<file path="config.mk">
export PLATFORM = sky130hd
export DESIGN_NAME = alu_op_sequencer
export DESIGN_NICKNAME = d
export VERILOG_FILES = /design/src/rtl/alu_op_sequencer.sv
export SDC_FILE = /design/constraint.sdc
export NUM_CORES = 1
export LEC_CHECK = 0
export BUFFER_PORTS_ARGS = -buffer_cell sky130_fd_sc_hd__buf_2
export CAP_MARGIN = 40
export CORE_UTILIZATION = 51
export DETAILED_ROUTE_END_ITERATION = 8
export PLACE_DENSITY_LB_ADDON = 0.08
export SLEW_MARGIN = 0
export SYNTH_ARGS = -nofsm -noshare
export SYNTH_HDL_FRONTEND = slang
export SYNTH_SLANG_ARGS = --single-unit
export TNS_END_PERCENT = 10
</file>
<file path="constraint.sdc">
create_clock -name clk -period 2.4 [get_ports clk]
set_input_delay 0.24 -clock clk [delete_from_list [all_inputs] [get_ports clk]]
set_output_delay 0.24 -clock clk [all_outputs]
set_load 0.005 [all_outputs]
</file>
<file path="src/rtl/alu_op_sequencer.sv">
// rtl/alu_op_sequencer.sv - ALU result-mux issue control with DIVU sequencing and Hi/Lo scoreboard.
// Optional stall counter built when ALU_STALL_CNT_EN is defined.
module alu_op_sequencer #(
    parameter int DIV_CYCLES = 32,
    parameter int CNT_W      = 16
) (
    input  logic             clk,
    input  logic             rst_n,
    input  logic             op_valid,
    input  logic [5:0]       op_funct,
    output logic             op_ready,
    output logic             res_valid,
    output logic [5:0]       mux_sel,
    output logic             div_load,
    output logic             div_step,
    output logic             hilo_we,
    output logic             busy,
    output logic             illegal,
    output logic [CNT_W-1:0] stall_cnt
);

    localparam logic [5:0] F_AND  = 6'b100100;
    localparam logic [5:0] F_OR   = 6'b100101;
    localparam logic [5:0] F_ADD  = 6'b100000;
    localparam logic [5:0] F_SUB  = 6'b100010;
    localparam logic [5:0] F_SLT  = 6'b101010;
    localparam logic [5:0] F_SRL  = 6'b000010;
    localparam logic [5:0] F_DIVU = 6'b011011;
    localparam logic [5:0] F_MFHI = 6'b010000;
    localparam logic [5:0] F_MFLO = 6'b010010;

    localparam logic [1:0] S_IDLE = 2'd0;
    localparam logic [1:0] S_LOAD = 2'd1;
    localparam logic [1:0] S_STEP = 2'd2;
    localparam logic [1:0] S_WB   = 2'd3;

    localparam logic [5:0] STEP_LAST = 6'(DIV_CYCLES - 1);

    logic [1:0] state_q, state_d;
    logic [5:0] step_q, step_d;
    logic       res_valid_q, res_valid_d;
    logic [5:0] mux_sel_q, mux_sel_d;
    logic       illegal_q, illegal_d;

    logic is_single, is_divu, is_hazard, accept;

    always_comb begin
        is_single = 1'b0;
        is_divu   = 1'b0;
        is_hazard = 1'b0;
        case (op_funct)
            F_AND, F_OR, F_ADD, F_SUB, F_SLT, F_SRL: is_single = 1'b1;
            F_MFHI, F_MFLO: begin
                is_single = 1'b1;
                is_hazard = 1'b1;
            end
            F_DIVU: begin
                is_divu   = 1'b1;
                is_hazard = 1'b1;
            end
            default: ;
        endcase
    end

    // WB is deliberately not busy: Hi/Lo readers and a follow-on DIVU may issue there.
    assign busy     = (state_q == S_LOAD) || (state_q == S_STEP);
    assign op_ready = !(busy && is_hazard);
    assign accept   = op_valid && op_ready;

    always_comb begin
        state_d = state_q;
        step_d  = step_q;
        case (state_q)
            S_IDLE: if (accept && is_divu) state_d = S_LOAD;
            S_LOAD: begin
                state_d = S_STEP;
                step_d  = 6'd0;
            end
            S_STEP: begin
                if (step_q == STEP_LAST) state_d = S_WB;
                else                     step_d  = step_q + 6'd1;
            end
            S_WB:   state_d = (accept && is_divu) ? S_LOAD : S_IDLE;
            default: state_d = S_IDLE;
        endcase
    end

    always_comb begin
        res_valid_d = accept && is_single;
        illegal_d   = accept && !is_single && !is_divu;
        mux_sel_d   = res_valid_d ? op_funct : mux_sel_q;
    end

    always_ff @(posedge clk) begin
        if (!rst_n) begin
            state_q     <= S_IDLE;
            step_q      <= 6'd0;
            res_valid_q <= 1'b0;
            mux_sel_q   <= F_ADD;
            illegal_q   <= 1'b0;
        end else begin
            state_q     <= state_d;
            step_q      <= step_d;
            res_valid_q <= res_valid_d;
            mux_sel_q   <= mux_sel_d;
            illegal_q   <= illegal_d;
        end
    end

    assign res_valid = res_valid_q;
    assign mux_sel   = mux_sel_q;
    assign illegal   = illegal_q;
    assign div_load  = (state_q == S_LOAD);
    assign div_step  = (state_q == S_STEP);
    assign hilo_we   = (state_q == S_WB);

`ifdef ALU_STALL_CNT_EN
    logic [CNT_W-1:0] stall_q;

    always_ff @(posedge clk) begin
        if (!rst_n) begin
            stall_q <= '0;
        end else if (op_valid && !op_ready && (stall_q != {CNT_W{1'b1}})) begin
            stall_q <= stall_q + 1'b1;
        end
    end

    assign stall_cnt = stall_q;
`else
    assign stall_cnt = '0;
`endif

endmodule

</file>
Word level (Yosys, flattened, before mapping)
Cells that the tools add are included.
- bits in registers: 16
- bits of input ports: 9
- $add $sub $neg: 1
- eq/ne operators: 16
- mux-type cells: 9
- reduce and logical (&&, ||, !) cells: 16
- operators by type and width (operator ; count):
    == test 6 bit (second input constant) ; 5
    == test 6 x 5 -> 1 bit (second input constant) ; 4
    one-hot mux 6 bit (2 select lines) ; 1
    one-hot mux 2 bit (4 select lines) ; 1
    OR reduction 8 bit ; 1
    adder 6 x 1 -> 6 bit (second input constant) ; 1
    == test 6 x 2 -> 1 bit (second input constant) ; 1
    logical AND 1 bit ; 6
    two-way mux 6 bit ; 1
    == test 2 bit (second input constant) ; 2
    two-way mux 1 bit ; 4
    two-way mux 2 bit ; 2
    inequality test 2 bit (second input constant) ; 2
    AND reduction 2 bit ; 2
    zero test 1 bit ; 3
    OR reduction 3 bit ; 1
    == test 2 x 1 -> 1 bit (second input constant) ; 1
    zero test 2 bit ; 1
    inequality test 2 x 1 -> 1 bit (second input constant) ; 1
    nonzero test 2 bit ; 1
    logical OR 1 bit ; 1

Logic depth before layout (Yosys ltp)
Gate-level depths: netlist of the first run.
- depth in word-level cells: 9
- depth in mapped cells: 6
- gate-level depth less buffers: 6

Worst setup path after synthesis of the first run
Ideal clock, no wire load.
- path type: reg-to-reg
- from: register state_q[0]
- to: register state_q[0]
- library setup time: 59 ps
- data arrival time: 1466 ps
- required time: 2341 ps
- setup slack: 874 ps
- cell stages (with the launch flop): 7
- path buffers: 0
- clock period less this slack: 1526 ps
- cells stage by stage: dfxtp_1 -> inv_1 -> ha_1 -> nor2b_1 -> a31oi_1 -> o31ai_1 -> o311a_1
- cells in the longest elaborated chain, start to end: 8
- elaborated cells on any way between the ends: 14
- classes of those cells: eq/ne: 5; mux: 2; reduce/logical: 7
- RTL lines (what ; RTL line ; text):
    start: declaration ; 39 ; logic [1:0] state_q, state_d;
    start signal: assignment ; 102 ; state_q <= state_d;
    == test 2 x 1 -> 1 bit or == test 2 bit (tied branches) ; 66 ; assign busy = (state_q == S_LOAD) || (state_q == S_STEP);
    logical OR 1 bit * ; 66 ;
    net busy ; 17 ; output logic busy,
    logical AND 1 bit * ; 67 ; assign op_ready = !(busy && is_hazard);
    zero test 1 bit * ; 67 ;
    logical AND 1 bit * ; 68 ; assign accept = op_valid && op_ready;
    logical AND 1 bit * ; 74, 83 ;
    two-way mux 1 bit or inequality test 2 bit (tied branches) ; -- ;
    one-hot mux 2 bit (4 select lines) or AND reduction 2 bit (tied branches) ; -- ;
Mark *: on every way through the listed nets, which the timed path passes. The rest lies on a longest branch.
A chain may end at the register's enable or synchronous reset.

Worst setup path in the final report of the first run
- from: register state_q[1]
- to: register mux_sel_q[1] (netlist: mux_sel[1])
- cells in the longest elaborated chain, start to end: 6
- elaborated cells on any way between the ends: 7
- classes of those cells: eq/ne: 2; reduce/logical: 5
- RTL lines (what ; RTL line ; text):
    == test 2 x 1 -> 1 bit or == test 2 bit (tied branches) ; 66 ;
    logical OR 1 bit * ; 66 ;
    logical AND 1 bit * ; 67 ;
    zero test 1 bit * ; 67 ;
    logical AND 1 bit * ; 68 ;
    logical AND 1 bit * ; 89 ; res_valid_d = accept && is_single;
    end signal: assignment ; 105 ; mux_sel_q <= mux_sel_d;
    end: declaration ; 42 ; logic [5:0] mux_sel_q, mux_sel_d;
Every way passes the cells marked *; elsewhere a longest branch is shown, timed or not.

==> flow_summary.ini, run 1 <==
[run_status]
status = finished, final reports clean

[final_layout]
design_area_um2 = 1087
register_area_um2 = 320.3
drive_above_1_share = 0.2101
fill_cells = 188
layoutNonFillerInstCount = 163
multiInputGateArea_um2 = 575.6
num_antenna_cells = 0
area_delta_synth_final_pct = 9.308
nNetsFinal = 154
layout_common_cells = buf_2, conb_1, dfxtp_1
final_common_cell = buf_2
utilization = 0.6098

[synth]
synth-xor-area-share = 0
ys_types = 35
netlist_area_um2 = 994.7
synth-compound-area-share = 0.1132
synth_top_family_by_area = simple AND/OR/NAND/NOR gates
syn_avg_cell_area_um2 = 8.575
yosysWarnings = 0
synth_mux_area_frac = 0.09182
synthSimpleGateAreaFrac = 0.2377
syn-instance-count = 116
synthAdderAreaFrac = 0.07547
seq_area_frac_synth = 0.3220
synth_seq_cells = 16

[detailed_routing]
vias_per_cell = 4.865
wl_per_cell_um = 11.50
ant_nets = 0
drc = 0
dr.pass1.iters = 4
vias = 793
wl_mm = 1.875
initialDrtViolationCount = 7

[global_route]
grt_max_degree = 15
grt_usage = 0.1929
grt_pass1_wl_mm = 2.911
antenna_found_initial = 0
overflow = 0
grt_pass1_vias = 660

[critical_path]
arrival_ns = 1.89
r2r_cells = 5
max_stage_delay_ns = 0.41
slowest_stage = dfxtp_1
critPathRequiredTime_ns = 2.61
cp-start-kind = flip-flop
critPathKind = reg -> reg
endpoint_kind = flip-flop
critical_path.cell_chain = inv_1 > ha_1 > o211ai_2 > o2111a_1 > mux2i_1
path_max_fanout = 6

[placement]
io_buffers = 21
dp.cells = 159
place.gp.congestion = 0.7628
dp_hpwl_mm = 1.498
placedInstanceArea_um2 = 1051
post-place-ws_ns = 0.7268

[timing]
setup_tns_ns = 0
whs_ns = 0.2279
report.final.slew_viol_count = 0
rsz0062_at_grt = no
finalSetupViolCount = 0
final_hold_viol_count = 0
min_period_ns = 1.683
fin_ws_ns = 0.7172
finClkSkew_ns = 0.0007342
finalCritPeriodShare = 0.7012
max_freq_ghz = 0.5943

[die]
initial_core_util = 0.5579
die_w_um = 46.17
ios = 38
core_area_um2 = 1783
rows = 15
die_area_um2 = 2131
die_y_um = 46.17

[cts]
postCtsSetupBuffers = 0
numCtsBuffers = 3
cts-resized-gates = 0
clockBufferDepth = 2
cts_tree = yes
clock-sinks = 16
insertion_delay_ns = 0.28
hold_buffers = 0
clkTransAtPathRegs_ns = 0.09
ctsRootBufferMaster = clkbuf_4
htreeDepth = 1

[power_and_ir_drop]
leakagePower_nw = 0.5007
p_total_mw = 0.6772
ir_worst_vdd_v = 0.0003354
p_per_area_nw_per_um2 = 622.8

[worst_hold_path]
hold_class = in -> reg
hold-path-cell-count = 3

[job]
drv_cap = 0
-- layer usage --
metal,wire [um],global-route usage,vias to the layer above
met5,0,0,-
met2,873,0.3070,24
li1,-,-,411
met4,13,0.07059,0
met3,72,0.04706,2
met1,916,0.2500,356
-- state kept, by name, summed over array words and instances (netlist names) --
| signal | count |
|---|---|
| mux_sel | 6 |
| step_q | 6 |
| state_q | 2 |
| illegal | 1 |
| res_valid | 1 |
-- where the power goes --
part	leakage, nW	switching, mW	internal, mW
clock network	0.0210	0.0840	0.0922
registers	0.130	0.0145	0.282
logic	0.350	0.122	0.0826
-- cell usage after synthesis (all sizes together) --
master,n,area (um2)
nor2,8,30.03
nand4,2,12.51
nand3,7,35.03
or3,1,6.260
o31ai,1,7.510
inv,5,18.77
and4,1,8.760
o311a,1,10.01
a31oi,1,6.260
nand2,15,56.30
a311oi,1,8.760
and3b,1,8.760
o2111a,1,11.26
and3,1,6.260
o21ai,3,15.01
nor3b,1,12.51
nor3,1,5.000
buf,18,136.4
nor2b,1,6.260
nand2b,2,12.51
o211ai,1,12.51
a21oi,5,25.02
nor4b,1,15.01
dfxtp,16,320.3
conb,1,3.750
ha,6,75.07
and2,1,6.260
mux2i,8,80.08
o21a,2,16.27
mux2,1,11.26
nand3b,2,15.01
-- worst paths after layout --
| kind | startpoint | endpoint | slack (ns) |
|---|---|---|---|
| max | state_q[1] | mux_sel[1] | 0.72 |
| min | op_valid | res_valid | 0.23 |
| max reg2reg | state_q[1] | mux_sel[1] | 0.72 |
| min reg2reg | mux_sel[3] | mux_sel[3] | 0.46 |
-- logic make-up after synthesis --
logic type / Yosys count
fa+ha+maj: 6
buf+inv: 23
compound gates: 16
flops: 16
other cells: 1
mux: 9
simple gates: 45
-- cell type report --
| cell class | count | area share |
|---|---|---|
| timing repair buffer | 21 | 0.09666 |
| inverter | 5 | 0.01726 |
| sequential | 16 | 0.2946 |
| clock buffer | 4 | 0.03337 |
| multi-input combinational | 92 | 0.5293 |
| tap | 25 | 0.02877 |
-- critical path: cells and delay by family (launching register included) --
family                   cells  cell delay (ns)
AO/OA/AOI/OAI                2             0.51
flip-flops                   1             0.41
adder cells (fa/ha/maj)      1             0.34
multiplexers                 1             0.24
buffers and inverters        1             0.11
(Power assumes the default switching activity.)
==> inputs of run 2 (changes only) <==
- CORE_UTILIZATION: 51 -> 43
- clock period: 2.4 -> 1.4 ns (I/O delays scaled with it)
==> run 2 against run 1 <==
The run now ends with setup timing left. Final cell count increased by 9.2%. Design area increased by 18%. Critical path depth increased by 1. Clock skew increased by 0.0078 ns. Fmax increased by 20%. Highest routed layer unchanged.
==> flow_summary.ini, run 2 (same netlist as run 1, synthesis figures left out) <==
[global_route]
grt_pass1_wl_mm = 3.305
grt_pass1_vias = 761
antenna_found_initial = 0
overflow = 0
grt_usage = 0.1707
grt_max_degree = 15

[critical_path]
reg2reg_to = state_q[0]
cp_num_cells = 6
r2r_cells = 6
max_stage_delay_ns = 0.39
critPathKind = reg -> reg
crit_start = state_q[1]
crit-reg2reg-launch = state_q[1]
critPathRequiredTime_ns = 1.62
endpoint_kind = flip-flop
critical_path.cell_chain = inv_4 > ha_4 > nor2b_4 > a31oi_4 > o31ai_2 > o311a_1
r2r_setup_slack_ns = -0.002
endpoint = state_q[0]
cp_top_family = compound AO/OA/AOI/OAI gates
slowest_stage = dfxtp_4
arrival_ns = 1.62
cp-start-kind = flip-flop
critPathBufInv = 1
path_max_fanout = 3

[run_status]
status = complete, but fails checks
failed_checks = setup timing

[detailed_routing]
vias = 849
wl_mm = 2.109
ant_nets = 0
vias_per_cell = 4.770
wl_per_cell_um = 11.85
dr.pass1.iters = 4
initialDrtViolationCount = 10
drc = 0

[power_and_ir_drop]
p_total_mw = 1.346
leakagePower_nw = 0.5792
ir_worst_vdd_v = 0.0006890
p_per_area_nw_per_um2 = 1050

[timing]
setup_tns_ns = -0.002270
fin_ws_ns = -0.002270
report.final.slew_viol_count = 0
finClkSkew_ns = 0.008487
rsz0062_at_grt = yes
finalCritPeriodShare = 1.002
min_period_ns = 1.402
slew_headroom = 0.6571
final_hold_viol_count = 0
max_freq_ghz = 0.7131
tightest_slew_ns = 0.5122
finalSetupViolCount = 1

[die]
die_area_um2 = 2510
ios = 38
initial_core_util = 0.4540
die_w_um = 50.10
die_y_um = 50.10
core_area_um2 = 2191
rows = 17

[placement]
place.gp.congestion = 0.8346
dp.cells = 172
placedInstanceArea_um2 = 1157
dp_hpwl_mm = 1.554
io_buffers = 21

[final_layout]
nNetsFinal = 166
register_area_um2 = 326.6
final_common_cell = buf_2
drive_above_1_share = 0.3733
layoutNonFillerInstCount = 178
fill_cells = 213
layout_common_cells = buf_2, conb_1, nand2_1
area_delta_synth_final_pct = 28.93
utilization = 0.5854
design_area_um2 = 1282
multiInputGateArea_um2 = 661.9
num_antenna_cells = 0

[worst_hold_path]
hold_class = in -> reg
hp-start = op_funct[0]

[cts]
clkTransAtPathRegs_ns = 0.10
numCtsBuffers = 3
insertion_delay_ns = 0.28
cts_tree = yes
clock-sinks = 16
ctsRootBufferMaster = clkbuf_4
htreeDepth = 1
hold_buffers = 0
clockBufferDepth = 2

[job]
drv_cap = 0
[run 2: changes by cell type in the layout (fill, tap and decap cells not counted), sizes merged]
cell and delta:
buf +12
[run 2: worst min-delay path: stages]
cell,delay (ns)
buf_2,0.12
nand2_1,0.05
mux2i_1,0.05
[run 2: timing repair]
| item | 4_1_cts | 5_1_grt |
|---|---|---|
| gates resized for setup | 9 | 9 |
| setup endpoints to repair | 6 | 13 |
| pin swaps | 3 | 4 |
| buffers inserted | 2 | 0 |
[run 2: per-layer routing]
metal / GRT usage / wire length (um) / up-vias
li1: - / - / 439
met1: 0.2100 / 951 / 389
met2: 0.3022 / 1085 / 19
met3: 0.02778 / 57 / 2
met4: 0.04286 / 14 / 0
met5: 0 / 0 / -
[run 2: power by group]
part,switching (mW),internal (mW)
Combinational,0.280,0.259
Sequential,0.0195,0.482
Clock,0.148,0.158
[run 2: final cells by class]
cell class                      count  area share
Tap cell                           28     0.02732
Timing Repair Buffer               33      0.1551
Inverter                            5     0.01854
Multi-Input combinational cell     92      0.5161
Sequential cell                    16      0.2546
Clock buffer                        4     0.02829
[run 2: metrics by stage]
step                setup slack (ns)  hold WS, ns
floorplan                    0.01413       0.2813
global placement           -0.008968       0.4164
detailed placement          -0.07520       0.4316
CTS                         -0.03498       0.1181
global route                -0.08349       0.1316
finish                     -0.002270       0.1173
[run 2: worst min path at each step]
stage	end	cells after the start
4_1_cts	mux_sel[0]	3
5_1_grt	res_valid	3
6_report	mux_sel[0]	3
3_5_place_dp	res_valid	3
2_1_floorplan	res_valid	2
3_3_place_gp	res_valid	3
==> inputs of run 3 (changes only) <==
- SETUP_SLACK_MARGIN: not set -> 0.3
- SLEW_MARGIN: 0 -> 20
==> run 3 against run 2 <==
The run still ends with setup timing left. Clock skew decreased by 0.0050 ns. Sequential power about the same. Critical endpoint unchanged. Fmax decreased by 0.25%. Global-route usage increased by 1.6 points. Non-clock buffer count unchanged. Sequential cell count unchanged. Sequential share of layout area decreased by 1.8 points. Combinational power increased by 6.9%. Setup slack got worse by 0.0036 ns. Die area unchanged. Final cell count unchanged. Highest routed layer unchanged. Clock-buffer cell count unchanged.
==> flow_summary.ini, run 3 (same netlist as run 1, synthesis figures left out) <==
[run_status]
status = complete, but fails checks
failed_checks = setup timing

[final_layout]
area_delta_synth_final_pct = 40.63
num_antenna_cells = 0
layoutNonFillerInstCount = 178
utilization = 0.6385
layout_common_cells = buf_2, conb_1, nand2_1
fill_cells = 197
final_common_cell = buf_2
drive_above_1_share = 0.4933
nNetsFinal = 166

[worst_hold_path]
hold_class = in -> reg

[critical_path]
path_max_fanout = 4
critPathKind = reg -> reg
arrival_ns = 1.59
critPathRequiredTime_ns = 1.58
cp-start-kind = flip-flop
endpoint_kind = flip-flop

[placement]
dp.cells = 170
post-place-ws_ns = -0.01191
place.gp.congestion = 0.8308
io_buffers = 21
dp_hpwl_mm = 1.489

[timing]
max_freq_ghz = 0.7113
fin_ws_ns = -0.005849
finalSetupViolCount = 2
rsz0062_at_grt = yes
finalCritPeriodShare = 1.004
min_period_ns = 1.406
finClkSkew_ns = 0.003517
final_hold_viol_count = 0
report.final.slew_viol_count = 0

[detailed_routing]
initialDrtViolationCount = 8
met1_length_um = 964
wl_met2_mm = 1.086
wl_met3_um = 76
vias_per_cell = 4.815
top_layer_used = met4
ant_nets = 0
wl_mm = 2.136
drc = 0
vias = 857
dr.pass1.iters = 4
wl_per_cell_um = 12.00

[power_and_ir_drop]
ir_worst_vdd_v = 0.0007679
seqPwrFrac = 0.362
clkPwrFrac = 0.224
combinationalPowerShare = 0.414
leakagePower_nw = 0.5846
p_per_area_nw_per_um2 = 993.7
p_int_mw = 0.9063
switchingPower_mw = 0.4838
p_sw_frac = 0.3480

[die]
rows = 17
ios = 38
die_w_um = 50.10
core_area_um2 = 2191
initial_core_util = 0.4540
die_y_um = 50.10
die_area_um2 = 2510

[cts]
numCtsBuffers = 3
insertion_delay_ns = 0.29
clock-sinks = 16
htreeDepth = 1
ctsRootBufferMaster = clkbuf_4
cts_tree = yes
clkTransAtPathRegs_ns = 0.09
clockBufferDepth = 2

[global_route]
overflow = 0
grt_pass1_vias = 805
grt_pass1_wl_mm = 3.512
antenna_found_initial = 0
grt_max_degree = 15
grt_usage = 0.1864

[job]
drv_cap = 0
-- run 3: layout make-up --
cell class	instances	area, um2	area share
inverters	5	23.77	0.01699
flip-flops and latches	16	330.3	0.2361
repair buffers	33	209.0	0.1494
well taps	28	35.03	0.02504
clock buffers	4	36.28	0.02594
multi-input cells	92	764.5	0.5465
-- run 3: power by group through the flow --
stage | Clock, mW | Sequential, mW | Combinational [mW]
global route | 0.335 | 0.507 | 0.617
finish | 0.311 | 0.503 | 0.576
CTS | 0.321 | 0.503 | 0.494
floorplan | 0 | 0.529 | 0.320
detailed placement | 0 | 0.521 | 0.437
global placement | 0 | 0.521 | 0.429
-- run 3: critical path: stages (launching register included) --
cell and delay [ns]:
dfxtp_4 0.39, inv_4 0.04, ha_4 0.30, nor2b_4 0.05
nand4_1 0.09, nand3b_1 0.09, o311a_1 0.33
-- run 3: through the flow --
stage | hold WS, ns | TNS (ns) | area (um2) | total power, mW
final | 0.1213 | -0.006754 | 1399 | 1.390
after global routing | 0.1235 | -0.3327 | 1399 | 1.460
after CTS | 0.1123 | -0.003063 | 1325 | 1.318
after detailed placement | 0.4221 | -0.02472 | 1150 | 0.9581
after global placement | 0.4194 | 0 | 1150 | 0.9495
after floorplan | 0.2813 | 0 | 1086 | 0.8492
-- run 3: timing repair --
action	CTS	global route
pin swaps	19	12
endpoints found under the setup margin	20	21
cloned	0	0
buffers inserted	2	2
resized for setup	25	13
hold buffers	0	0
-- run 3: final timing paths --
path	slack, ns	end	cells after the start	start
worst max register to register	-0.006	state_q[0]	6	state_q[1]
worst min-delay path	0.12	mux_sel[0]	3	op_funct[0]
worst max-delay path	-0.006	state_q[0]	6	state_q[1]
worst min register to register	0.46	mux_sel[4]	2	mux_sel[4]
-- run 3: per-layer routing --
metal  vias to the layer above  GRT usage
met5                         -          0
met4                         0    0.04286
met3                         2    0.05556
met2                        20     0.3289
met1                       399     0.2168
li1                        436          -
